===== src/rtl/pipelined_control_unit.sv =====
// Control unit for a 5-stage RISC-V pipeline: combinational decode in D,
// registered control for E/M/W, and a saturating count of illegal instructions.
module pipelined_control_unit #(
    parameter int EXT_BRANCH = 1,
    parameter int AUIPC_EN   = 1,
    parameter int CNT_W      = 8
) (
    input  logic             clk,
    input  logic             rst,
    input  logic [6:0]       opcode,
    input  logic [2:0]       func3,
    input  logic             func7b5,
    input  logic             flushE,
    output logic [2:0]       ALUControlE,
    output logic             ALUSrcE,
    output logic             luiE,
    output logic             auipcE,
    output logic [2:0]       branchE,
    output logic [1:0]       jumpE,
    output logic [2:0]       immSrcD,
    output logic [1:0]       resultSrcE,
    output logic [1:0]       resultSrcM,
    output logic [1:0]       resultSrcW,
    output logic             regWriteM,
    output logic             regWriteW,
    output logic             memWriteM,
    output logic             illegalD,
    output logic [CNT_W-1:0] illegalCnt
);

    localparam logic [6:0] OP_R     = 7'b0110011;
    localparam logic [6:0] OP_I     = 7'b0010011;
    localparam logic [6:0] OP_LW    = 7'b0000011;
    localparam logic [6:0] OP_S     = 7'b0100011;
    localparam logic [6:0] OP_B     = 7'b1100011;
    localparam logic [6:0] OP_JAL   = 7'b1101111;
    localparam logic [6:0] OP_JALR  = 7'b1100111;
    localparam logic [6:0] OP_LUI   = 7'b0110111;
    localparam logic [6:0] OP_AUIPC = 7'b0010111;

    typedef struct packed {
        logic       reg_write;
        logic       mem_write;
        logic       alu_src;
        logic [1:0] result_src;
        logic [2:0] alu_ctrl;
        logic       lui;
        logic       auipc;
        logic [2:0] branch;
        logic [1:0] jump;
        logic       illegal;
    } ctrl_t;

    ctrl_t            ctrl_d;
    ctrl_t            ctrl_e;
    logic [1:0]       alu_op;
    logic [2:0]       imm_src;
    logic             reg_write_m, mem_write_m, reg_write_w;
    logic [1:0]       result_src_m, result_src_w;
    logic [CNT_W-1:0] illegal_cnt;

    always_comb begin
        ctrl_d  = '0;
        alu_op  = 2'b00;
        imm_src = 3'b000;
        case (opcode)
            OP_R:    begin ctrl_d.reg_write = 1'b1; alu_op = 2'b10; end
            OP_I:    begin ctrl_d.reg_write = 1'b1; ctrl_d.alu_src = 1'b1; alu_op = 2'b11; end
            OP_LW:   begin ctrl_d.reg_write = 1'b1; ctrl_d.alu_src = 1'b1; ctrl_d.result_src = 2'b01; end
            OP_S:    begin ctrl_d.mem_write = 1'b1; ctrl_d.alu_src = 1'b1; imm_src = 3'b001; end
            OP_B: begin
                alu_op  = 2'b01;
                imm_src = 3'b010;
                case (func3)
                    3'b000:  ctrl_d.branch = 3'b001;
                    3'b001:  ctrl_d.branch = 3'b010;
                    3'b100:  ctrl_d.branch = 3'b011;
                    3'b101:  ctrl_d.branch = 3'b100;
                    3'b110:  if (EXT_BRANCH != 0) ctrl_d.branch = 3'b101; else ctrl_d.illegal = 1'b1;
                    3'b111:  if (EXT_BRANCH != 0) ctrl_d.branch = 3'b110; else ctrl_d.illegal = 1'b1;
                    default: ctrl_d.illegal = 1'b1;
                endcase
            end
            OP_JAL: begin
                ctrl_d.reg_write = 1'b1; ctrl_d.jump = 2'b01; ctrl_d.result_src = 2'b10; imm_src = 3'b011;
            end
            OP_JALR: begin
                ctrl_d.reg_write = 1'b1; ctrl_d.alu_src = 1'b1; ctrl_d.jump = 2'b10; ctrl_d.result_src = 2'b10;
            end
            OP_LUI: begin
                ctrl_d.reg_write = 1'b1; ctrl_d.lui = 1'b1; ctrl_d.result_src = 2'b11; imm_src = 3'b100;
            end
            OP_AUIPC: begin
                if (AUIPC_EN != 0) begin
                    ctrl_d.reg_write = 1'b1; ctrl_d.auipc = 1'b1; ctrl_d.result_src = 2'b11; imm_src = 3'b100;
                end else begin
                    ctrl_d.illegal = 1'b1;
                end
            end
            default: ctrl_d.illegal = 1'b1;
        endcase

        // funct7 bit 5 selects sub only for register-register ops; for I-type it is immediate data
        case (alu_op)
            2'b00: ctrl_d.alu_ctrl = 3'b000;
            2'b01: ctrl_d.alu_ctrl = 3'b001;
            default: begin
                case (func3)
                    3'b000:  ctrl_d.alu_ctrl = (alu_op == 2'b10 && func7b5) ? 3'b001 : 3'b000;
                    3'b111:  ctrl_d.alu_ctrl = 3'b010;
                    3'b110:  ctrl_d.alu_ctrl = 3'b011;
                    3'b100:  ctrl_d.alu_ctrl = 3'b100;
                    3'b010:  ctrl_d.alu_ctrl = 3'b101;
                    3'b001:  ctrl_d.alu_ctrl = 3'b110;
                    3'b101:  ctrl_d.alu_ctrl = 3'b111;
                    default: ctrl_d.alu_ctrl = 3'b000;
                endcase
            end
        endcase
    end

    always_ff @(posedge clk or negedge rst) begin
        if (!rst)        ctrl_e <= '0;
        else if (flushE) ctrl_e <= '0;
        else             ctrl_e <= ctrl_d;
    end

    always_ff @(posedge clk or negedge rst) begin
        if (!rst) begin
            reg_write_m  <= 1'b0;
            mem_write_m  <= 1'b0;
            result_src_m <= 2'b00;
            reg_write_w  <= 1'b0;
            result_src_w <= 2'b00;
        end else begin
            reg_write_m  <= ctrl_e.reg_write;
            mem_write_m  <= ctrl_e.mem_write;
            result_src_m <= ctrl_e.result_src;
            reg_write_w  <= reg_write_m;
            result_src_w <= result_src_m;
        end
    end

    always_ff @(posedge clk or negedge rst) begin
        if (!rst)
            illegal_cnt <= '0;
        else if (ctrl_e.illegal && illegal_cnt != {CNT_W{1'b1}})
            illegal_cnt <= illegal_cnt + {{(CNT_W-1){1'b0}}, 1'b1};
    end

    assign immSrcD     = imm_src;
    assign illegalD    = ctrl_d.illegal;
    assign ALUControlE = ctrl_e.alu_ctrl;
    assign ALUSrcE     = ctrl_e.alu_src;
    assign luiE        = ctrl_e.lui;
    assign auipcE      = ctrl_e.auipc;
    assign branchE     = ctrl_e.branch;
    assign jumpE       = ctrl_e.jump;
    assign resultSrcE  = ctrl_e.result_src;
    assign resultSrcM  = result_src_m;
    assign resultSrcW  = result_src_w;
    assign regWriteM   = reg_write_m;
    assign regWriteW   = reg_write_w;
    assign memWriteM   = mem_write_m;
    assign illegalCnt  = illegal_cnt;

endmodule

===== config.mk =====
export PLATFORM = sky130hd
export DESIGN_NAME = pipelined_control_unit
export DESIGN_NICKNAME = d
export VERILOG_FILES = /design/src/rtl/pipelined_control_unit.sv
export SDC_FILE = /design/constraint.sdc
export NUM_CORES = 1
export LEC_CHECK = 0
export ABC_CLOCK_PERIOD_IN_PS = 1600
export CAP_MARGIN = 40
export CORE_ASPECT_RATIO = 1.5
export CORE_MARGIN = 2
export CORE_UTILIZATION = 27
export DETAILED_ROUTE_END_ITERATION = 16
export PLACE_DENSITY = 0.65
export SYNTH_ARGS = -nofsm -noshare
export SYNTH_HDL_FRONTEND = slang
export SYNTH_SLANG_ARGS = --single-unit
export TNS_END_PERCENT = 50

===== constraint.sdc =====
create_clock -name clk -period 1.6 [get_ports clk]
set_clock_uncertainty 0.1 [all_clocks]
set_input_delay 0.32 -clock clk [delete_from_list [all_inputs] [get_ports clk]]
set_output_delay 0.32 -clock clk [all_outputs]
set_load 0.02 [all_outputs]

==> metrics.md <==
| Metric | Value |
|---|---|
| CTS Buf Count | `5` |
| CP peak stage delay | `0.53 ns` |
| Final clock period utilization by the worst path | `112%` |
| WS Path Type | `primary input to output pin` |
| Antenna viol nets, final | `0` |
| WP data required | `1.18 ns` |
| Drt drc | `0` |
| Crit-path leading delay family | `simple AND/OR/NAND/NOR gates` |
| Routed WL per cell | `11.0 µm` |
| Post-synth cell types | `34` |
| Final non-filler cell total | `261` |
| Clock share of power | `26.6%` |
| Tot Pwr | `2.11 mW` |
| P per Cell Area | `970 nW/µm²` |
| Die height | `89.9 µm` |
| Violated checks | `negative setup slack` |
| YS warnings | `0` |
| Sequential cell area fraction in the yosys report | `58.4%` |
| Die ar. | `5510 µm²` |
| Initial antenna violation count | `0` |
| Synth area leaders | `dfrtp_1 58%, buf_4 5.7%, nor3_1 3.0%` |
| Final Hold Vio Count | `0` |
| Hold depth | `3` |
| CP arrival | `1.37 ns` |
| R2R setup slack | `0.07 ns` |
| Internal | `1.48 mW` |
| Ys async rst share | `100%` |
| Maximum vdd ir drop | `0.000317 V` |
| CORE AREA | `4770 µm²` |
| R2r endpoint | `illegalCnt[7]$_DFFE_PN0P_` |
| Clock transition at path regs | `0.06 ns` |
| Crit-path cells | `buf_8 > nand2_2 > or4_4 > a32oi_2 > inv_2 > buf_6` |
| Max-cap violations | `0` |
| RSZ-0062 raised after global routing | `yes` |
| Worst r2r path cells | `5` |
| Max Clock Freq | `560 MHz` |
| Die Wd | `61.3 µm` |
| Number of global-route vias before repair | `1,080` |
| Initial core utilization | `27.8%` |
| DR iter-0 viols | `47` |
| Filler cell count | `474` |
| EDFF count, synth | `0` |
| FF+latch count, synth | `31` |
| Yosys top cell by area | `dfrtp_1` |
| Sw frac | `29.8%` |
| Critical Path Source | `opcode[1]` |
| CTS tree | `yes` |
| H-tree depth | `2` |
| Vias/cell | `4.30` |
| Critical Path End | `illegalD` |
| Final Wtd Congestion | `0.775` |
| Worst Tran Pin Value | `0.289 ns` |
| Min-delay worst type | `primary input to register` |
| Worst setup margin | `-0.186 ns` |
| Main flop type after synthesis | `dfrtp_1` |
| Grt total ovfl | `0` |
| Crit. path cell count | `6` |
| Max-slew violations | `0` |
| Buffer depth of the longest clock path | `2` |
| Final setup fails | `4` |
| Outcome | `complete, but fails checks` |
| Sequential fraction of design power | `45.4%` |
| Critical R2R Launch | `illegalCnt[0]$_DFFE_PN0P_` |
| Place WS | `-1.04 ns` |
| Crit. End Element | `output pin` |
| Post-Synthesis Cell Area | `1330 µm²` |
| Port buffer count | `45` |
| CTS root buffer | `clkbuf_8` |
| Clock Sinks | `31` |
| Largest net degree at the start of global routing | `32` |
| Critical path buffers and inverters | `3` |
| Total GRT Usage | `10.9%` |
| Cells after Synth | `119` |
| Via count | `1,123` |
| Mapped Nets | `134` |
| DP Wirelength | `2020 µm` |
| Hold-fix buffers, CTS | `0` |
| IO Pins | `46` |
| Routed WL | `2880 µm` |
| DRT Pass-1 Iters | `4` |
| Nets | `209` |
| Crit path launch type | `primary input` |
| Placed Cells | `244` |
| First-pass GRT wire length | `4570 µm` |
| Area Overhead vs Synth | `64.0%` |
| Avg Cell Area, Syn | `11.2 µm²` |
| Sw power | `0.630 mW` |
| Post-synth top area share | `58.4%` |
| Max-slew headroom at the worst pin | `80.6%` |
| Worst path slowest cell | `or4_4` |
| Share of cells above drive strength 1 | `39.0%` |
| P_leak | `1.15 nW` |
| Combinational fraction of design power | `28.0%` |
| Crit Path Max Fanout | `3` |
| Crit path time final | `1.79 ns` |
| Worst skew pair latency | `0.27 ns` |
| Std-Cell Rows | `31` |
| Inserted Diodes | `0` |
## cell usage after synthesis (2+ instances only)
cell type	instances
xor2_1	3
nand3_1	6
nor2b_1	3
a2bb2oi_1	2
a31oi_1	2
nand4_1	2
nor2_1	9
nor3_1	8
nand2_1	9
a21oi_1	3
buf_4	10
and3_1	3
dfrtp_1	31
xnor2_1	4
inv_1	5
## layout make-up
cell class	count	area, µm²	share of cell area [%]
Clock inverter	1	5.00	0.230
Timing Repair Buffer	80	694	31.9
Sequential cell	31	778	35.7
Tap cell	66	82.6	3.79
Multi-Input combinational cell	71	522	24.0
Clock buffer	7	76.3	3.51
Inverter	5	18.8	0.862
## registers in the layout, indices dropped and copies added (netlist names), 2 cells and up
name and count:
ctrl_e 3, illegalCnt 8, resultSrcM 2, branchE 3
ALUControlE 3, resultSrcW 2, resultSrcE 2, jumpE 2
## power by group through the flow
stage / combinational (mW) / sequential [mW] / clock, mW
after floorplan: 0.162 / 1.08 / 0
after global placement: 0.617 / 0.976 / 0
after detailed placement: 0.625 / 0.977 / 0
after CTS: 0.575 / 0.961 / 0.587
after global routing: 0.651 / 0.977 / 0.612
final: 0.591 / 0.959 / 0.561
## metrics by stage
stage | cell area [µm²] | hold WS [ns] | utilization (%) | TNS (ns)
after global routing | 2180 | 0.254 | 45.6 | -0.464
after global placement | 1990 | 0.236 | 41.6 | -8.45
after detailed placement | 1990 | 0.240 | 41.6 | -8.64
after CTS | 2100 | 0.255 | 44.0 | -0.356
after floorplan | 1330 | -0.0756 | - | -0.126
final | 2180 | 0.252 | 45.6 | -0.294
## worst reg2reg max path, cell delays in order (launching register included)
cell and delay, ns:
dfrtp_2 0.40, ha_1 0.20, and3_2 0.25, a31oi_4 0.19, and3_1 0.19, xor2_1 0.14
## worst min path at each step
| stage | startpoint | to | slack, ns |
|---|---|---|---|
| after global placement | ctrl_e[15]$_DFF_PN0_ | regWriteM$_DFF_PN0_ | 0.24 |
| final | opcode[5] | auipcE$_DFF_PN0_ | 0.25 |
| after CTS | ctrl_e[14]$_DFF_PN0_ | memWriteM$_DFF_PN0_ | 0.25 |
| after global routing | opcode[5] | auipcE$_DFF_PN0_ | 0.25 |
| after detailed placement | ctrl_e[15]$_DFF_PN0_ | regWriteM$_DFF_PN0_ | 0.24 |
| after floorplan | rst | ALUControlE[0]$_DFF_PN0_ | -0.08 |
## placed cells by master (no fill, tap or decap), types with 2 or more instances in the layout
| cell | synthesis | layout |
|---|---|---|
| dlygate4sd2_1 | 0 | 30 |
| and3_1 | 3 | 2 |
| nor2b_1 | 3 | 2 |
| a21oi_1 | 3 | 3 |
| buf_6 | 0 | 9 |
| inv_1 | 5 | 3 |
| clkbuf_1 | 1 | 2 |
| dfrtp_1 | 31 | 29 |
| clkdlybuf4s50_1 | 0 | 4 |
| nand4_1 | 2 | 2 |
| nand2_2 | 0 | 4 |
| clkbuf_8 | 0 | 5 |
| xor2_1 | 3 | 3 |
| nor2_1 | 9 | 8 |
| nand3_1 | 6 | 4 |
| nand3_2 | 0 | 2 |
| dfrtp_2 | 0 | 2 |
| xnor2_1 | 4 | 4 |
| nor3_1 | 8 | 8 |
| a2bb2oi_1 | 2 | 2 |
| inv_2 | 0 | 2 |
| buf_2 | 1 | 2 |
| buf_4 | 10 | 32 |
| nand2_1 | 9 | 4 |
## cell families (layout without fill, tap and decap cells)
| kind of cell | Yosys count | count (layout) | synth area share (%) |
|---|---|---|---|
| AND/OR/NAND/NOR | 51 | 51 | 21.0 |
| flip-flops | 31 | 31 | 58.4 |
| buffers and inverters | 17 | 93 | 7.73 |
| AO/OA/AOI/OAI | 11 | 11 | 6.41 |
| XOR/XNOR | 7 | 7 | 4.62 |
| adder cells (fa/ha/maj) | 1 | 1 | 0.942 |
| multiplexers | 1 | 1 | 0.848 |
## routing by layer
layer,routed length [µm],track usage (%),share of wire [%],up-vias
li1,-,-,-,545
met1,996,11.4,35,527
met2,1650,19.0,57,43
met3,159,2.73,5.5,8
met4,72,5.43,2.5,0
met5,0,0,0,-
## timing repair
action	4_1_cts	5_1_grt
setup endpoints to repair	43	9
buffers inserted	9	2
pin swaps	6	6
resized for setup	90	18
cloned	0	0
Power figures use the tool's default switching activity.
